===== src/rtl/tm_queue.sv =====
// tm_queue: per-output-port header queues between the last pipeline stage and egress.
// Each accepted header is copied into every queue selected by its destination bitmap, so multicast
// fans out here. A single registered output stage drains the queues round-robin, one header per cycle.
// Optional feature macro: TM_DROP_EN. When it is defined, the input never backpressures: full queues
// are skipped and a saturating drop counter is kept. When it is undefined, the input stalls instead.

`ifndef NUM_PORTS
`define NUM_PORTS 4
`endif
`ifndef HDR_MAX_LEN
`define HDR_MAX_LEN 4
`endif
`ifndef BYTE_BUS
`define BYTE_BUS 8
`endif

module tm_queue #(
  parameter int unsigned NUM_PORTS = `NUM_PORTS,
  parameter int unsigned HDR_LEN   = `HDR_MAX_LEN,
  parameter int unsigned DEPTH     = 4,
  parameter int unsigned CNT_W     = 16
) (
  input  logic                                     clk,
  input  logic                                     rst,
  input  logic                                     tm_in_valid_i,
  output logic                                     tm_in_ready_o,
  input  logic [NUM_PORTS-1:0]                     tm_out_port_i,
  input  logic [HDR_LEN*`BYTE_BUS-1:0]             tm_pkt_hdr_i,
  output logic                                     tm_out_valid_o,
  input  logic                                     tm_out_ready_i,
  output logic [NUM_PORTS-1:0]                     tm_out_port_o,
  output logic [HDR_LEN*`BYTE_BUS-1:0]             tm_pkt_hdr_o,
`ifdef TM_DROP_EN
  output logic [NUM_PORTS*$clog2(DEPTH+1)-1:0]     tm_q_count_o,
  output logic [CNT_W-1:0]                         tm_drop_cnt_o
`else
  output logic [NUM_PORTS*$clog2(DEPTH+1)-1:0]     tm_q_count_o
`endif
);

  localparam int unsigned HW = HDR_LEN * `BYTE_BUS;
  localparam int unsigned AW = $clog2(DEPTH);
  localparam int unsigned CW = $clog2(DEPTH + 1);
  localparam int unsigned PW = $clog2(NUM_PORTS);

  // Elaboration-time sanity checks on the configuration.
  if (NUM_PORTS < 2) begin : g_bad_ports
    $error("tm_queue: NUM_PORTS must be >= 2");
  end
  if (DEPTH < 2 || (DEPTH & (DEPTH - 1)) != 0) begin : g_bad_depth
    $error("tm_queue: DEPTH must be a power of 2 and >= 2");
  end
  if (CNT_W < 1) begin : g_bad_cnt
    $error("tm_queue: CNT_W must be >= 1");
  end

  typedef enum logic [0:0] {StEmpty, StHold} out_state_e;

  logic [HW-1:0]        mem_q    [NUM_PORTS][DEPTH];
  logic [AW-1:0]        wr_ptr_q [NUM_PORTS];
  logic [AW-1:0]        rd_ptr_q [NUM_PORTS];
  logic [CW-1:0]        count_q  [NUM_PORTS];

  out_state_e           state_q;
  logic [NUM_PORTS-1:0] port_q;
  logic [HW-1:0]        hdr_q;
  logic [PW-1:0]        rr_q;

  logic [NUM_PORTS-1:0] full;
  logic [NUM_PORTS-1:0] nonempty;
  logic [NUM_PORTS-1:0] push;
  logic [NUM_PORTS-1:0] pop;
  logic                 accept;
  logic                 load;
  logic                 pick_found;
  logic [PW-1:0]        pick_idx;
  int unsigned          cand;

  // Queue status flags from registered counts only (no pop bypass).
  always_comb begin
    full     = '0;
    nonempty = '0;
    for (int p = 0; p < NUM_PORTS; p++) begin
      full[p]     = (count_q[p] == CW'(DEPTH));
      nonempty[p] = (count_q[p] != '0);
    end
  end

`ifdef TM_DROP_EN
  assign tm_in_ready_o = 1'b1;
`else
  assign tm_in_ready_o = ~|(tm_out_port_i & full);
`endif

  assign accept = tm_in_valid_i & tm_in_ready_o;
  // Without drop mode an accepted header never targets a full queue, so the mask is a no-op there.
  assign push   = accept ? (tm_out_port_i & ~full) : '0;
  assign load   = (state_q == StEmpty) | tm_out_ready_i;

  // Round-robin pick: first non-empty queue scanning rr+1, rr+2, ... modulo NUM_PORTS.
  always_comb begin
    pick_found = 1'b0;
    pick_idx   = '0;
    cand       = 0;
    for (int unsigned i = 1; i <= NUM_PORTS; i++) begin
      cand = int'(rr_q) + i;
      if (cand >= NUM_PORTS) cand = cand - NUM_PORTS;
      if (!pick_found && nonempty[PW'(cand)]) begin
        pick_found = 1'b1;
        pick_idx   = PW'(cand);
      end
    end
  end

  // One-hot pop of the picked queue whenever the output register reloads.
  always_comb begin
    pop = '0;
    for (int p = 0; p < NUM_PORTS; p++) begin
      pop[p] = load & pick_found & (pick_idx == PW'(p));
    end
  end

  // Header storage; contents need no reset since counts gate every read.
  always_ff @(posedge clk) begin
    for (int p = 0; p < NUM_PORTS; p++) begin
      if (push[p]) mem_q[p][wr_ptr_q[p]] <= tm_pkt_hdr_i;
    end
  end

  // Per-queue pointers and occupancy; pointers wrap naturally since DEPTH is a power of 2.
  always_ff @(posedge clk or negedge rst) begin
    if (!rst) begin
      for (int p = 0; p < NUM_PORTS; p++) begin
        wr_ptr_q[p] <= '0;
        rd_ptr_q[p] <= '0;
        count_q[p]  <= '0;
      end
    end else begin
      for (int p = 0; p < NUM_PORTS; p++) begin
        if (push[p]) wr_ptr_q[p] <= wr_ptr_q[p] + AW'(1);
        if (pop[p])  rd_ptr_q[p] <= rd_ptr_q[p] + AW'(1);
        if (push[p] && !pop[p])      count_q[p] <= count_q[p] + CW'(1);
        else if (!push[p] && pop[p]) count_q[p] <= count_q[p] - CW'(1);
      end
    end
  end

  // Output stage FSM: reload on EMPTY or on a consumed HOLD, otherwise keep the held header.
  always_ff @(posedge clk or negedge rst) begin
    if (!rst) begin
      state_q <= StEmpty;
      port_q  <= '0;
      hdr_q   <= '0;
      rr_q    <= PW'(NUM_PORTS - 1);
    end else if (load) begin
      if (pick_found) begin
        state_q <= StHold;
        port_q  <= pop;
        hdr_q   <= mem_q[pick_idx][rd_ptr_q[pick_idx]];
        rr_q    <= pick_idx;
      end else begin
        state_q <= StEmpty;
      end
    end
  end

  assign tm_out_valid_o = (state_q == StHold);
  assign tm_out_port_o  = port_q;
  assign tm_pkt_hdr_o   = hdr_q;

  // Flatten per-queue occupancy onto the count bus, queue 0 in the low bits.
  always_comb begin
    tm_q_count_o = '0;
    for (int p = 0; p < NUM_PORTS; p++) begin
      tm_q_count_o[p*CW +: CW] = count_q[p];
    end
  end

`ifdef TM_DROP_EN
  localparam int unsigned SW = CNT_W + PW + 1;

  logic [CNT_W-1:0]     drop_q;
  logic [NUM_PORTS-1:0] skipped;
  logic [PW:0]          nskip;
  logic [SW-1:0]        drop_sum;

  // Number of selected queues that were full at accept time, added with saturation.
  always_comb begin
    skipped = accept ? (tm_out_port_i & full) : '0;
    nskip   = '0;
    for (int p = 0; p < NUM_PORTS; p++) begin
      nskip = nskip + (PW+1)'(skipped[p]);
    end
    drop_sum = SW'(drop_q) + SW'(nskip);
  end

  // Saturating drop counter.
  always_ff @(posedge clk or negedge rst) begin
    if (!rst) begin
      drop_q <= '0;
    end else if (drop_sum > SW'({CNT_W{1'b1}})) begin
      drop_q <= {CNT_W{1'b1}};
    end else begin
      drop_q <= drop_sum[CNT_W-1:0];
    end
  end

  assign tm_drop_cnt_o = drop_q;
`endif

endmodule


===== config.mk =====
export PLATFORM = sky130hd
export DESIGN_NAME = tm_queue
export DESIGN_NICKNAME = d
export VERILOG_FILES = /design/src/rtl/tm_queue.sv
export SDC_FILE = /design/constraint.sdc
export NUM_CORES = 1
export LEC_CHECK = 0
export CAP_MARGIN = 20
export CORE_UTILIZATION = 50
export CTS_CLUSTER_SIZE = 12
export DETAILED_ROUTE_END_ITERATION = 10
export GPL_ROUTABILITY_DRIVEN = 0
export PLACE_DENSITY_LB_ADDON = 0.2
export SLEW_MARGIN = 0
export SYNTH_ARGS = -nofsm -noshare
export SYNTH_HDL_FRONTEND = slang
export SYNTH_SLANG_ARGS = --single-unit

===== constraint.sdc =====
create_clock -name clk -period 3.5 [get_ports clk]
set_input_delay 0.875 -clock clk [delete_from_list [all_inputs] [get_ports clk]]
set_output_delay 0.875 -clock clk [all_outputs]
set_load 0.05 [all_outputs]

==> results.cfg <==
[hold_path]
hold_path.class = in2async

[yosys]
seq_area_frac_synth_pct = 74.5
synth_top_area_share_pct = 67.2
syn_area_per_cell_um2 = 14.1
syn-num-nets = 1690
yosys_warnings = 0
ys_types = 38
yosys-top-cells-area = edfxtp_1 67%, dfrtp_1 7.1%, a21oi_1 5.6%, nand2_1 5.1%, a221oi_1 3.8%
synthesis.area_um2 = 22900
synthCells = 1626
synth_edf_count = 512
synth-seq-cells = 579
yosys.area.top_type = edfxtp_1
yosys_most_used_dff = edfxtp_1
async_flop_share_pct = 11.6

[clock_network]
clock_path_buffers = 3
clock-sinks = 579
clock_latency_ps = 620
cts_root_buf = clkbuf_16
cts_inserted_buffers = 60
cts.clk_slew.worst_paths_ps = 60
cts_max_level = 2
cts_resized = 0
postCtsHoldBufs = 0
post-cts-setup-buffers = 0
tritoncts = built

[worst_setup_path]
reg2reg_slack_ps = 390
ff2ff_path_depth = 10
required_ps = 4000
cp_max_fo = 23
cp-endpoint = tm_q_count_o[10]$_DFFE_PN0P_
timing.rr.end = tm_q_count_o[10]$_DFFE_PN0P_
criticalPathCategory = reg2reg
crit_arrival_ps = 3610
regToRegStartpoint = tm_q_count_o[8]$_DFFE_PN0P_
startpoint = tm_q_count_o[8]$_DFFE_PN0P_
cp-start-kind = flip-flop
endpoint_kind = flip-flop

[sta]
setup-violations-final = 0
finalHoldViolations = 0
slew_violations = 0
clock.fmax_mhz = 322
fin_crit_ps = 3110
maxSlewHeadroom_pct = 32.6
fin_ws_ps = 390
worst_clock_skew_ps = 12.9
finalCritPeriodShare_pct = 88.9
grt_setup_unrepaired = no
worst_slew_pin_slew_ps = 1010
fin_tns_setup_ps = 0

[global_route]
grt_pass1_vias = 13700
overflow = 0
grt_max_degree = 193
grt_pass1_wl_um = 82100
antenna_found_initial = 1
grt_use_total_pct = 23.3

[pwr]
ir_worst_vdd_v = 0.00141
p_leak_nw = 8.99
finalPower_mw = 28.4
power_per_cell_area_nw_per_um2 = 1070

[final_layout]
multiInputGateArea_um2 = 5380
diodes = 0
post-route-util_pct = 58.8
drive_above_1_share_pct = 10.9
fill_cells = 3521
area_growth_pct = 16.3
final_nets = 1773
seqCellArea_um2 = 17100

[route]
wire_per_inst_um = 22.9
vias = 14000
drt-total-wl_um = 53900
vias_per_cell = 5.93
drtPass1Iterations = 8
route.detailed.drc = 2
drt_iter0_markers = 1288
ant_nets = 0

[status]
failed_checks = design-rule violations
outcome = finished with violations

[die]
die_x_um = 216
core-area_um2 = 45300
io_pins = 90
initial_core_util_pct = 50.5
die_y_um = 216
rows = 78
die_area_um2 = 46600

[placed_design]
portBuffers = 89
dp_hpwl_um = 27100
pre_cts_ws_ps = 257

[run]
max_cap_violations = 0
-- Yosys cell counts (3+ instances only) --
master	instances
nand2_1	311
a21oi_1	257
mux2i_1	5
inv_1	14
fa_1	4
mux2_2	5
ha_1	20
a221oi_1	98
o21ai_1	60
nand2b_1	3
nor3_1	4
dfrtp_1	65
a221oi_2	30
xor2_1	10
edfxtp_1	512
and3_1	5
and2_1	18
nand3_1	39
clkbuf_1	96
xnor2_1	14
buf_2	15
o21ai_0	10
nor2_1	11
-- per-stage QoR --
step	hold slack (ps)	std cells	cell area, µm²
detailed placement	462	2247	24800
CTS	218	2356	26600
finish	216	2356	26600
floorplan	444	1626	22900
global route	244	2356	26600
global placement	462	2247	24800
-- where the power goes --
| part | internal [mW] | switching (mW) |
|---|---|---|
| Sequential | 8.63 | 0.502 |
| Combinational | 4.36 | 8.91 |
| Clock | 3.42 | 2.53 |
-- cell usage in the layout, fill, tap and decap left out, types with 4 or more instances in the layout --
cell type and n:
fa_1 4, o21ai_0 10, nand2_1 311, mux2_2 4, buf_4 23, clkinv_1 4
clkbuf_16 60, clkinv_2 7, inv_1 14, clkbuf_1 24, buf_12 25, clkbuf_8 9
xnor2_1 14, a221oi_2 30, a221oi_1 98, mux2i_1 5, edfxtp_1 512, o21ai_1 60
ha_1 20, a21oi_1 257, xor2_1 10, nand3_1 38, and2_2 17, dfrtp_1 65
and3_1 4, clkdlybuf4s50_1 87, nor3_1 4, nor2_1 10
-- state kept, by name (all words and copies together) (netlist names) --
name and count:
tm_out_port_o 4, wr_ptr_q 8, mem_q 512, rd_ptr_q 8, tm_pkt_hdr_o 32, tm_q_count_o 12, tm_out_valid_o 1, rr_q 2
-- layer usage --
layer	GRT usage [%]	vias to the layer above	routed length (µm)
met5	0	-	15
met4	7.37	2	1240
met3	3.41	95	3150
met2	38.0	470	26100
met1	32.3	7091	23400
li1	-	6313	-
-- worst min path at each step --
| stage | from | endpoint | slack (ps) | depth (start not counted) |
|---|---|---|---|---|
| floorplan | rd_ptr_q[5]$_DFFE_PN0P_ | rd_ptr_q[5]$_DFFE_PN0P_ | 440 | 1 |
| global placement | rd_ptr_q[5]$_DFFE_PN0P_ | rd_ptr_q[5]$_DFFE_PN0P_ | 460 | 1 |
| detailed placement | rd_ptr_q[7]$_DFFE_PN0P_ | rd_ptr_q[7]$_DFFE_PN0P_ | 460 | 1 |
| CTS | rst | tm_q_count_o[9]$_DFFE_PN0P_ | 220 | 1 |
| global route | rst | rd_ptr_q[6]$_DFFE_PN0P_ | 240 | 1 |
| finish | rst | rd_ptr_q[6]$_DFFE_PN0P_ | 220 | 1 |
-- final cells by class --
class / count / share of cell area, %
Sequential cell: 579 / 64.1
Multi-Input combinational cell: 919 / 20.2
Timing Repair Buffer: 135 / 5.80
Clock inverter: 16 / 0.456
Tap cell: 600 / 2.82
Clock buffer: 93 / 6.44
Inverter: 14 / 0.197
-- logic make-up (layout without fill, tap and decap cells) --
logic type	count (synthesis)	count (layout)	share of synthesized area [%]
AO/OA/AOI/OAI	459	459	13.0
XOR/XNOR	24	24	0.919
adder cells (fa/ha/maj)	24	24	1.44
buffers and inverters	128	258	2.25
flip-flops	579	579	74.5
multiplexers	11	11	0.525
AND/OR/NAND/NOR	401	401	7.33
-- worst max-delay path: stages (launching register included) --
cell	delay, ps
dfrtp_1	440
or3_1	450
o22ai_1	190
nand2b_1	130
and3_4	320
nor3_1	370
inv_1	130
ha_1	220
inv_1	70
fa_1	400
mux2_2	270
No activity file was read; power rests on OpenSTA's default activity.
